==> src/rtl/hazard_scoreboard.sv <==
// Hazard scoreboard: tracks in-flight E/M/W register writes and derives the ID
// stall plus per-operand forward-source selects from {addr, Tnew} records.
module hazard_scoreboard #(
    parameter int TNEW_W  = 3,
    parameter int TNEW_WB = 7,
    parameter int CNT_W   = 32
) (
    input  logic              clk,
    input  logic              resetn,
    input  logic              pipe_adv,
    input  logic              flush,
    input  logic              id_valid,
    input  logic [4:0]        id_wr_addr,
    input  logic [TNEW_W-1:0] id_tnew,
    input  logic [4:0]        id_rs_addr,
    input  logic [4:0]        id_rt_addr,
    input  logic [1:0]        id_rs_tuse,
    input  logic [1:0]        id_rt_tuse,
    output logic              stall,
    output logic [1:0]        fwd_rs_sel,
    output logic [1:0]        fwd_rt_sel,
    output logic [CNT_W-1:0]  stall_cnt
);

    localparam logic [TNEW_W-1:0] WB = TNEW_W'(TNEW_WB);

    typedef struct packed {
        logic       hazard;
        logic [1:0] sel;
    } match_t;

    logic              e_valid, m_valid, w_valid;
    logic [4:0]        e_addr, m_addr, w_addr;
    logic [TNEW_W-1:0] e_tnew, m_tnew, w_tnew;

    match_t rs_match, rt_match;

    // Moving one stage brings the result one step closer; WB results only
    // become available in W, so their code is left untouched.
    function automatic logic [TNEW_W-1:0] age(input logic [TNEW_W-1:0] t);
        return (t == WB || t == '0) ? t : t - TNEW_W'(1);
    endfunction

    // Youngest matching entry wins (E > M > W); sel reports its stage even
    // when the operand is not ready yet.
    function automatic match_t source_match(input logic [4:0] r,
                                            input logic [1:0] tuse);
        match_t            m;
        logic [TNEW_W-1:0] t;
        logic              in_w;
        m    = '0;
        t    = '0;
        in_w = 1'b0;
        if (r != 5'd0) begin
            if (e_valid && e_addr == r) begin
                m.sel = 2'd1;
                t     = e_tnew;
            end else if (m_valid && m_addr == r) begin
                m.sel = 2'd2;
                t     = m_tnew;
            end else if (w_valid && w_addr == r) begin
                m.sel = 2'd3;
                t     = w_tnew;
                in_w  = 1'b1;
            end
            if (m.sel != 2'd0) begin
                if (t == WB) m.hazard = ~in_w;
                else         m.hazard = (t > TNEW_W'(tuse));
            end
        end
        return m;
    endfunction

    always_comb begin
        rs_match = source_match(id_rs_addr, id_rs_tuse);
        rt_match = source_match(id_rt_addr, id_rt_tuse);
    end

    assign stall      = id_valid & (rs_match.hazard | rt_match.hazard);
    assign fwd_rs_sel = rs_match.sel;
    assign fwd_rt_sel = rt_match.sel;

    always_ff @(posedge clk or negedge resetn) begin
        if (!resetn) begin
            e_valid   <= 1'b0;
            m_valid   <= 1'b0;
            w_valid   <= 1'b0;
            e_addr    <= '0;
            m_addr    <= '0;
            w_addr    <= '0;
            e_tnew    <= '0;
            m_tnew    <= '0;
            w_tnew    <= '0;
            stall_cnt <= '0;
        end else begin
            if (stall) stall_cnt <= stall_cnt + CNT_W'(1);
            if (pipe_adv) begin
                // Flush kills both the entries moving forward and the new insertion.
                w_valid <= m_valid & ~flush;
                w_addr  <= m_addr;
                w_tnew  <= age(m_tnew);
                m_valid <= e_valid & ~flush;
                m_addr  <= e_addr;
                m_tnew  <= age(e_tnew);
                e_valid <= id_valid & ~stall & (id_wr_addr != 5'd0) & ~flush;
                e_addr  <= id_wr_addr;
                e_tnew  <= id_tnew;
            end else if (flush) begin
                e_valid <= 1'b0;
                m_valid <= 1'b0;
            end
        end
    end

endmodule

==> config.mk <==
export PLATFORM = sky130hd
export DESIGN_NAME = hazard_scoreboard
export DESIGN_NICKNAME = d
export VERILOG_FILES = /design/src/rtl/hazard_scoreboard.sv
export SDC_FILE = /design/constraint.sdc
export NUM_CORES = 1
export LEC_CHECK = 0
export ABC_AREA = 1
export CAP_MARGIN = 20
export CORE_UTILIZATION = 50
export DETAILED_ROUTE_END_ITERATION = 6
export MAX_ROUTING_LAYER = met4
export PLACE_DENSITY_LB_ADDON = 0.15
export SYNTH_ARGS = -nofsm -noshare
export SYNTH_HDL_FRONTEND = slang
export SYNTH_SLANG_ARGS = --single-unit
==> constraint.sdc <==
create_clock -name clk -period 3.65 [get_ports clk]
set_clock_uncertainty 0.15 [all_clocks]
set_input_delay 0.9125 -clock clk [delete_from_list [all_inputs] [get_ports clk]]
set_output_delay 0.9125 -clock clk [all_outputs]
set_load 0.01 [all_outputs]
Yosys cells after proc, flatten, opt, wreduce, memory -nomap -nowiden

Index checks and enable logic that the tools add are counted.

Bits of input ports: 27
Word-level logic and storage cells: 87
Bits in registers: 59

Equal/unequal tests: 10
$lt $le $gt $ge: 2
Bitwise operators: 11
Add/sub/neg operators: 3
Reductions and logical operators: 16
Muxes and demuxes: 35

Operator list:

| operator                                         | count |
|---|---|
| two-way mux 3 bit                                | 12 |
| adder 32 x 1 -> 32 bit, second input constant    | 1 |
| equality test 5 bit                              | 6 |
| two-way mux 2 bit                                | 8 |
| two-way mux 1 bit                                | 15 |
| nonzero test 5 bit                               | 3 |
| equality test 3 bit, second input constant       | 4 |
| AND 1 bit                                        | 6 |
| > comparator 3 x 2 -> 1 bit                      | 2 |
| logical AND 1 bit                                | 6 |
| logical NOT 3 bit                                | 2 |
| nonzero test 2 bit                               | 3 |
| subtractor 3 x 1 -> 3 bit, second input constant | 2 |
| inverter 1 bit                                   | 4 |
| logical OR 1 bit                                 | 2 |
| bitwise OR 1 bit                                 | 1 |

Longest topological paths before layout

Gate-level depths: netlist of run 1.

Depth in word-level cells: 17
Gate-level depth with buffers: 21
Depth with buffers taken out: 20

Worst setup path before layout of run 1

OpenSTA, ideal clock, no wires.

Kind: input to output
Start: in id_rt_addr[2]
End: out stall
Buffers on the path: 1
Stages: 15
Required time: 2.588 ns
Setup slack: -0.084 ns
Arrival: 2.672 ns
Path through: xnor2_1 nand3_1 nor2_8 nand3_1 a21oi_2 inv_1 ha_1 nand2_1 o21ai_0 a21oi_2 nand2_2 nand2_4 nand2_8 buf_12 inv_2

Word-level cells in the longest chain between the ends: 12
Elaborated cells on any way between the ends: 28

RTL lines:

| element                                                       | line | RTL |
|---|---|---|
| from (decl)                                                   | 16   | `input logic [4:0] id_rt_addr,` |
| equality test 5 bit                                           | 61   | `end else if (w_valid && w_addr == r) begin` |
| logical AND 1 bit                                             | 61   |  |
| two-way mux 3 bit / two-way mux 1 bit (equally long branches) | 61   |  |
| two-way mux 3 bit / two-way mux 1 bit (equally long branches) | 58   | `end else if (m_valid && m_addr == r) begin` |
| two-way mux 3 bit / two-way mux 1 bit (equally long branches) | 55   | `if (e_valid && e_addr == r) begin` |
| two-way mux 3 bit / two-way mux 1 bit (equally long branches) | 54   | `if (r != 5'd0) begin` |
| > comparator 3 x 2 -> 1 bit (tied with other cells)           | 68   | `else m.hazard = (t > TNEW_W'(tuse));` |
| two-way mux 1 bit                                             | 67   | `if (t == WB) m.hazard = ~in_w;` |
| two-way mux 1 bit                                             | 66   | `if (m.sel != 2'd0) begin` |
| two-way mux 3 bit *                                           | 54   |  |
| bitwise OR 1 bit *                                            | 79   | `assign stall = id_valid & (rs_match.hazard \| rt_match.hazard);` |
| AND 1 bit *                                                   | 79   |  |
| to (decl)                                                     | 19   | `output logic stall,` |

Mark *: on every way between the ends. The rest lies on a longest branch, timed or not. The select of a mux whose other input is x is not followed.

Worst setup path in the final report of run 1

Ends and elaborated chain as after synthesis.

==> flow_metrics.tcl, run 1 <==
set metrics [dict create \
    cp_cell_sequence "clkbuf_4 > inv_1 > o21ai_2 > nor2_2 > nand2_2 > nor2_8 > nor2_2 > a22oi_2 > ha_1 > inv_2 > nor2_4 > o21ai_2 > a21oi_2 > nand2_2 > nand2_4 > nand2_8 > inv_4 > buf_6" \
    finalNetCount 744 \
    slew_violations 0 \
    drt_iter0_markers 141 \
    cts.sinks 59 \
    yosys.area.top_type "dfrtp_1" \
    grt_pass1_vias 4152 \
    tritoncts "yes" \
    grt_antenna_before_repair 0 \
    switchingPower_uw 501 \
    internal_power_uw 1090 \
    max_cap_viol_count 0 \
    ys_seq_area_share_pct 33.5 \
    synth-seq-cells 59 \
    slew_headroom_pct 66.2 \
    synth-edff-count 0 \
    setup_slack_ns -0.170 \
    layout.cells.non_filler 817 \
    ant_nets 0 \
    cp-end-kind "output pin" \
    syn_nets 639 \
    worstPathArrival_ns 2.76 \
    outcome "finished with violations" \
    start_util_pct 52.5 \
    violations "negative setup slack" \
    synth.avg_cell_area_sq_um 7.30 \
    min_period_over_period_pct 105 \
    power_density_nw_per_um2 271 \
    seqPwrFrac_pct 46.6 \
    grt_max_degree 48 \
    yosysWarnings 0 \
    swShare_pct 31.5 \
    grt_setup_unrepaired "yes" \
    wire_per_inst_um 14.7 \
    grt_overflow_total 0 \
    num_rows 33 \
    drc 0 \
    num_vias 4192 \
    synth_area_sq_um 4400 \
    die_w_um 95.9 \
    synth_top_area_share_pct 33.5 \
    clkPwrFrac_pct 32.2 \
    synthCells 603 \
    first_pass_iters 4 \
    yosysMostFrequentCell "nand2_1" \
    criticalPathCategory "in -> out" \
    p_leak_uw 0.00280 \
    min_period_ns 3.82 \
    viasPerCell 5.13 \
    area_growth_pct 33.3 \
    start_kind "input pin" \
    htreeDepth 3 \
    path_clk_slew_ns 0.07 \
    synth.top_cells.by_area "dfrtp_1, nand2_1, nand2_2, nand3_1, nor2_1" \
    routabilityCongestion 1.03 \
    synth_commonest_cells "nand2_1, nand2_2, nor2_1, dfrtp_1, inv_1" \
    cts_buffer_depth 2 \
    critPathTopFamily "simple AND/OR/NAND/NOR gates" \
    place_inst 791 \
    ys_types 40 \
    hp-class "in -> async" \
    diodes 0 \
    critPathRequiredTime_ns 2.59 \
    crit_slowest_cell "ha_1" \
    slowest_delay_ns 0.33 \
    setup_violations 1 \
    hold_viol 0 \
    die_height_um 95.9 \
    hpwl_um 8950 \
    wl_um 12000 \
    dp_slack_ns -1.16 \
    clock-root-buffer "clkbuf_8" \
    synth_async_sr_flop_share_pct 100 \
    coreArea_sq_um 8380 \
    max_freq_mhz 262 \
    ir_worst_vdd_v 0.000205 \
    comb_power_share_pct 21.2 \
    numCtsBuffers 9 \
    fillCellCount 705 \
    worst_slew_pin_slew_ns 0.508 \
    ios 64 \
    die-area_sq_um 9190 \
    grt_first_pass_wirelength_um 19400 \
    synth_ff_type "dfrtp_1" \
    critPathMaxFanout 5 \
    io_buffer_count 63 \
    grtUsageTotal_pct 28.5 \
    layout-drive-gt1-share_pct 33.0 \
    worst-path-buf-inv 5 \
    clk_latency_ns 0.33 \
]
==> power groups by stage <==
stage	combinational (uW)	sequential, uW	clock, uW
floorplan	181	736	0
global placement	301	746	0
detailed placement	306	748	0
CTS	311	738	527
global route	375	747	549
finish	338	743	513
==> sequential cells by signal (all words and copies together), names as in the netlist <==
signal     cells
m_addr         5
w_tnew         3
e_tnew         3
m_tnew         3
w_addr         5
m_valid        1
e_valid        1
w_valid        1
stall_cnt     32
e_addr         5
==> cells in the final DEF, fill, tap and decap left out, drive strengths merged, types with 3 or more instances in the layout <==
| cell type | instances |
|---|---|
| nor4 | 6 |
| ha | 9 |
| nand3 | 48 |
| xnor2 | 10 |
| a21oi | 12 |
| o22ai | 3 |
| dlygate4sd2 | 3 |
| dfrtp | 59 |
| nor2 | 75 |
| clkdlybuf4s50 | 47 |
| clkbuf | 13 |
| o21ai | 34 |
| nand4 | 6 |
| inv | 63 |
| buf | 57 |
| nor3 | 13 |
| clkinv | 4 |
| nand2 | 215 |
| xor2 | 25 |
==> per-stage QoR <==
stage	instance area, sq um	utilization (%)	setup TNS (ns)	total power [uW]	hold slack [ns]
finish	5870	70.0	-0.170	1590	0.275
global route	5870	70.0	-0.307	1670	0.278
detailed placement	5410	64.6	-14.56	1050	0.370
floorplan	4500	-	-0.0184	917	0.325
global placement	5410	64.6	-13.76	1050	0.359
CTS	5670	67.6	-0.265	1580	0.387
==> repair_timing <==
item,CTS,global route
setup buffers,9,3
endpoints found under the setup margin,30,4
pin swaps,23,35
hold buffers,0,0
resized for setup,68,58
==> cells by family (layout without fill, tap and decap cells) <==
logic type,Yosys count,count (layout),share of synthesized area [%]
simple gates,366,366,41.5
buf+inv,79,188,8.27
xor+xnor,35,35,6.96
compound gates,55,55,7.16
flops,59,59,33.5
fa+ha+maj,9,9,2.56
==> per-layer routing <==
metal,global-route usage [%],wire (um)
met5,-,0
met4,13.2,456
met3,3.63,366
met2,48.2,6040
met1,33.8,5160
==> layout make-up <==
type | instances | area, sq um | area share, %
clock buffers | 12 | 145 | 2.47
clock inverters | 3 | 15.0 | 0.256
inverters | 64 | 275 | 4.69
multi-input cells | 465 | 2820 | 48.0
flip-flops and latches | 59 | 1480 | 25.1
well taps | 105 | 131 | 2.24
repair buffers | 109 | 1010 | 17.2
==> final timing paths <==
check | from | to | slack [ns] | depth (start not counted)
worst max-delay path | id_rt_addr[2] | stall | -0.17 | 18
worst min-delay path | resetn | w_addr[4] | 0.27 | 1
worst max register to register | m_addr[1] | stall_cnt[12] | 0.73 | 20
worst min register to register | stall_cnt[31] | stall_cnt[31] | 0.38 | 2
max in group asynchronous | resetn | stall_cnt[21] | 2.33 | 3
min in group clk | stall_cnt[31] | stall_cnt[31] | 0.38 | 2
Power figures use the tool's default switching activity.
==> inputs of run 2 (changes only) <==
Settings changed: CAP_MARGIN 20 to not set.
==> flow_metrics.tcl, run 2 (synthesis gave the netlist of run 1 again) <==
set metrics [dict create \
    die_height_um 95.9 \
    min-delay-start "stall_cnt[31]" \
    finalNetCount 743 \
    tns_ns -0.174 \
    grt_pass1_vias 4152 \
    holdPathEnd "stall_cnt[31]" \
    drc 0 \
    holdPathStages 2 \
    hpwl_um 8950 \
    fillCellCount 711 \
    worst_slew_pin_slew_ns 1.10 \
    r2r_end "stall_cnt[12]" \
    area_growth_pct 32.8 \
    wl_um 12000 \
    coreArea_sq_um 8380 \
    hold_viol 0 \
    num_rows 33 \
    ios 64 \
    grt_first_pass_wirelength_um 19400 \
    die_w_um 95.9 \
    drt_iter0_markers 178 \
    viasPerCell 5.12 \
    num_vias 4178 \
    cts_hold_buf 0 \
    ant_nets 0 \
    layout-drive-gt1-share_pct 32.9 \
    r2r_cells 20 \
    start_kind "input pin" \
    r2r_slack_ns 0.73 \
    setup_slack_ns -0.174 \
    io_buffer_count 63 \
    min_period_ns 3.82 \
    fin_hold_ws_ns 0.386 \
    critPathRequiredTime_ns 2.59 \
    cp-end-kind "output pin" \
    hp-class "reg -> reg" \
    htreeDepth 3 \
    wire_per_inst_um 14.7 \
    worstPathArrival_ns 2.76 \
    grt_overflow_total 0 \
    grt_max_degree 48 \
    ir_worst_vdd_v 0.000206 \
    diodes 0 \
    dp_slack_ns -1.16 \
    layout.cells.non_filler 816 \
    slew_headroom_pct 26.4 \
    power_density_nw_per_um2 272 \
    tritoncts "yes" \
    reg2reg_from "m_addr[1]" \
    grt_antenna_before_repair 0 \
    clk_latency_ns 0.33 \
    final_common_cell "nand2_1" \
    numCtsBuffers 9 \
    setup_violations 1 \
    largest_register "stall_cnt" \
    first_pass_iters 5 \
    p_leak_uw 0.00280 \
    violations "negative setup slack" \
    die-area_sq_um 9190 \
    max_cap_viol_count 0 \
    grtUsageTotal_pct 28.5 \
    cts_buffer_depth 2 \
    start_util_pct 52.5 \
    max_freq_mhz 261 \
    critPathMaxFanout 4 \
    routabilityCongestion 1.03 \
    place_inst 791 \
    final_cell_mix "nand2_1, nand2_2, dfrtp_1, nor2_1, buf_4" \
    outcome "finished with violations" \
    path_clk_slew_ns 0.07 \
    criticalPathCategory "in -> out" \
    slew_violations 0 \
    cts.sinks 59 \
    grt_setup_unrepaired "yes" \
    min_period_over_period_pct 105 \
    largest_reg_flops 32 \
    clock-root-buffer "clkbuf_8" \
]
[run 2: worst max path at each step]
stage                       start  endpoint  slack, ns
global route        id_rt_addr[0]     stall      -0.31
floorplan           id_rs_addr[3]     stall      -0.02
detailed placement  id_rs_addr[1]     stall      -1.16
global placement    id_rs_addr[1]     stall      -1.13
CTS                 id_rs_addr[0]     stall      -0.27
finish              id_rt_addr[0]     stall      -0.17
[run 2: repair_timing]
action,CTS,global route
setup endpoints to repair,30,4
pin swaps,23,35
hold endpoints to repair,0,0
gates resized for setup,68,58
buffers inserted,9,3
[run 2: layer usage]
metal  track usage (%)  wire length, um
met4              13.2              424
met3              3.63              425
met1              33.8             5080
met2              48.2             6090
met5                 -                0
[run 2: critical path, stage by stage]
cell and delay (ns):
buf_4 0.13, nand2_1 0.10, o21ai_2 0.07, nor2_2 0.15
nand2_2 0.11, nor2_8 0.15, nor2_2 0.06, a22oi_2 0.12
ha_1 0.28, inv_2 0.09, nor2_4 0.04, o21ai_2 0.13
a21oi_2 0.07, nand2_2 0.07, nand2_4 0.07, nand2_8 0.08
inv_4 0.03, buf_6 0.10
[run 2: layout make-up]
class	count	area, sq um	area share [%]
clock buffer	12	145	2.48
clock inverter	3	15.0	0.257
inverter	64	275	4.70
multi-input combinational	465	2820	48.2
sequential	59	1480	25.2
tap	105	131	2.25
timing repair buffer	108	987	16.9
[run 2: power by group]
part           switching [uW]  total, uW  internal, uW
logic                     196        336           139
clock network             256        514           258
registers                50.0        742           692
[run 2: metrics by stage]
stage          cell area [sq um]  power (uW)  util (%)
2_1_floorplan               4500         917         -
3_3_place_gp                5410        1050      64.6
3_5_place_dp                5410        1050      64.6
4_1_cts                     5670        1580      67.6
5_1_grt                     5850        1670      69.8
6_report                    5850        1590      69.8
==> inputs of run 3 (changes only) <==
Settings changed: SETUP_SLACK_MARGIN set to 0.2.
==> flow_metrics.tcl, run 3 (synthesis gave the netlist of run 1 again) <==
set metrics [dict create \
    grt_first_pass_wirelength_um 19300 \
    area_growth_pct 30.6 \
    path_clk_slew_ns 0.06 \
    r2r_cells 19 \
    critPathRequiredTime_ns 2.59 \
    power.total_uw 1570 \
    p_leak_uw 0.00275 \
    slowest_delay_ns 0.14 \
    ir_worst_vdd_v 0.000205 \
    min_period_ns 3.88 \
    reg2reg_from "m_addr[3]" \
    cts_hold_buf 0 \
    path_common_cell "buf_4" \
    worstPathArrival_ns 2.82 \
    grt_overflow_total 0 \
    grt_pass1_vias 4159 \
    outcome "finished with violations" \
    dpl_cell_area_sq_um 5410 \
    max_freq_mhz 258 \
    ios 64 \
    hp-class "reg -> reg" \
    num_rows 33 \
    min_period_over_period_pct 106 \
    worst-path-buf-inv 10 \
    layout-drive-gt1-share_pct 31.4 \
    place_inst 791 \
    grt_setup_unrepaired "yes" \
    slew_violations 0 \
    cts.sinks 59 \
    setup_slack_ns -0.232 \
    grt_antenna_before_repair 0 \
    largest_reg_flops 32 \
    final_common_cell "nand2_1" \
    die_w_um 95.9 \
    final_cell_mix "nand2_1, nand2_2, dfrtp_1, nor2_1, buf_4" \
    hpwl_um 8950 \
    wire_per_inst_um 14.6 \
    final_util_pct 68.6 \
    cts_buffer_depth 2 \
    holdPathEnd "stall_cnt[31]" \
    startpoint "id_rs_addr[3]" \
    tns_ns -0.232 \
    numCtsBuffers 9 \
    crit_slowest_cell "buf_12" \
    die-area_sq_um 9190 \
    num_vias 4174 \
    grtUsageTotal_pct 28.5 \
    fin_area_sq_um 5750 \
    critPathMaxFanout 6 \
    finalNetCount 745 \
    criticalPathCategory "in -> out" \
    cp_cell_sequence "buf_6 > buf_12 > o21ai_1 > clkinv_1 > nand3_2 > nor2_8 > nor2_1 > a22oi_2 > buf_4 > buf_4 > buf_4 > buf_4 > buf_4 > nand2_1 > nand2_2 > nand2_4 > nand2_8 > inv_4 > buf_6" \
    max_cap_viol_count 0 \
    viasPerCell 5.10 \
    htreeDepth 3 \
    violations "negative setup slack" \
    r2r_end "stall_cnt[12]" \
    diodes 0 \
    io_buffer_count 63 \
    clk_latency_ns 0.33 \
    clock-root-buffer "clkbuf_8" \
    first_pass_iters 4 \
    min-delay-start "stall_cnt[31]" \
    wl_um 11900 \
    grt_max_degree 48 \
    worst_slew_pin_slew_ns 1.10 \
    die_height_um 95.9 \
    r2r_slack_ns 0.76 \
    start_kind "input pin" \
    drc 0 \
    coreArea_sq_um 8380 \
    setup_violations 1 \
    holdPathStages 2 \
    hold_viol 0 \
    cp-end-kind "output pin" \
    routabilityCongestion 1.03 \
    layout.cells.non_filler 818 \
    start_util_pct 52.5 \
    tritoncts "yes" \
    drt_iter0_markers 157 \
    slew_headroom_pct 26.7 \
    largest_register "stall_cnt" \
    ant_nets 0 \
    critPathTopFamily "buffers and inverters" \
    power_density_nw_per_um2 273 \
]
-- run 3: layout make-up --
class,instances,area (sq um)
Clock buffer,12,145
Sequential cell,59,1480
Timing Repair Buffer,110,962
Inverter,64,273
Clock inverter,3,15.0
Tap cell,105,131
Multi-Input combinational cell,465,2750
Fill cell,732,2630
-- run 3: worst max path at each step --
| stage | end | slack [ns] | depth (start not counted) |
|---|---|---|---|
| 2_1_floorplan | stall | -0.02 | 18 |
| 3_3_place_gp | stall | -1.13 | 19 |
| 3_5_place_dp | stall | -1.16 | 19 |
| 4_1_cts | stall | -0.27 | 21 |
| 5_1_grt | stall | -0.38 | 21 |
| 6_report | stall | -0.23 | 19 |
-- run 3: power breakdown --
| part | internal [uW] | leakage (uW) | switching (uW) |
|---|---|---|---|
| clock network | 258 | 0.0000860 | 252 |
| registers | 693 | 0.000782 | 47.1 |
| logic | 130 | 0.00188 | 190 |
-- run 3: repair_timing --
| item | 4_1_cts | 5_1_grt |
|---|---|---|
| pin swaps | 21 | 23 |
| setup buffers | 9 | 3 |
| endpoints found under the setup margin | 38 | 28 |
| resized for setup | 81 | 22 |
-- run 3: worst reg2reg max path, stage by stage (launching register included) --
cell     delay [ns]
dfrtp_1        0.46
inv_2          0.08
nand2_1        0.08
nand2_2        0.07
nor2_4         0.12
nand3_4        0.12
nor2_2         0.13
nor2_2         0.06
a22oi_2        0.14
ha_1           0.27
inv_1          0.06
nor2_1         0.03
o21ai_1        0.15
a21oi_2        0.08
nand2_2        0.07
nand2_4        0.07
nand2_8        0.08
buf_4          0.43
nand2_2        0.12
nand2_2        0.07
-- run 3: per-stage QoR --
step | hold WS [ns] | setup WS, ns
final | 0.385 | -0.232
after global routing | 0.418 | -0.378
after CTS | 0.387 | -0.273
after detailed placement | 0.370 | -1.16
after global placement | 0.359 | -1.13
after floorplan | 0.325 | -0.0184
-- run 3: layer usage --
| layer | part of all wire (%) | global-route usage (%) | up-vias |
|---|---|---|---|
| met5 | 0 | - | - |
| met4 | 3.4 | 13.2 | 0 |
| met3 | 3.3 | 3.63 | 33 |
| met2 | 51 | 48.2 | 100 |
| met1 | 42 | 33.7 | 1920 |
| li1 | - | - | 2121 |
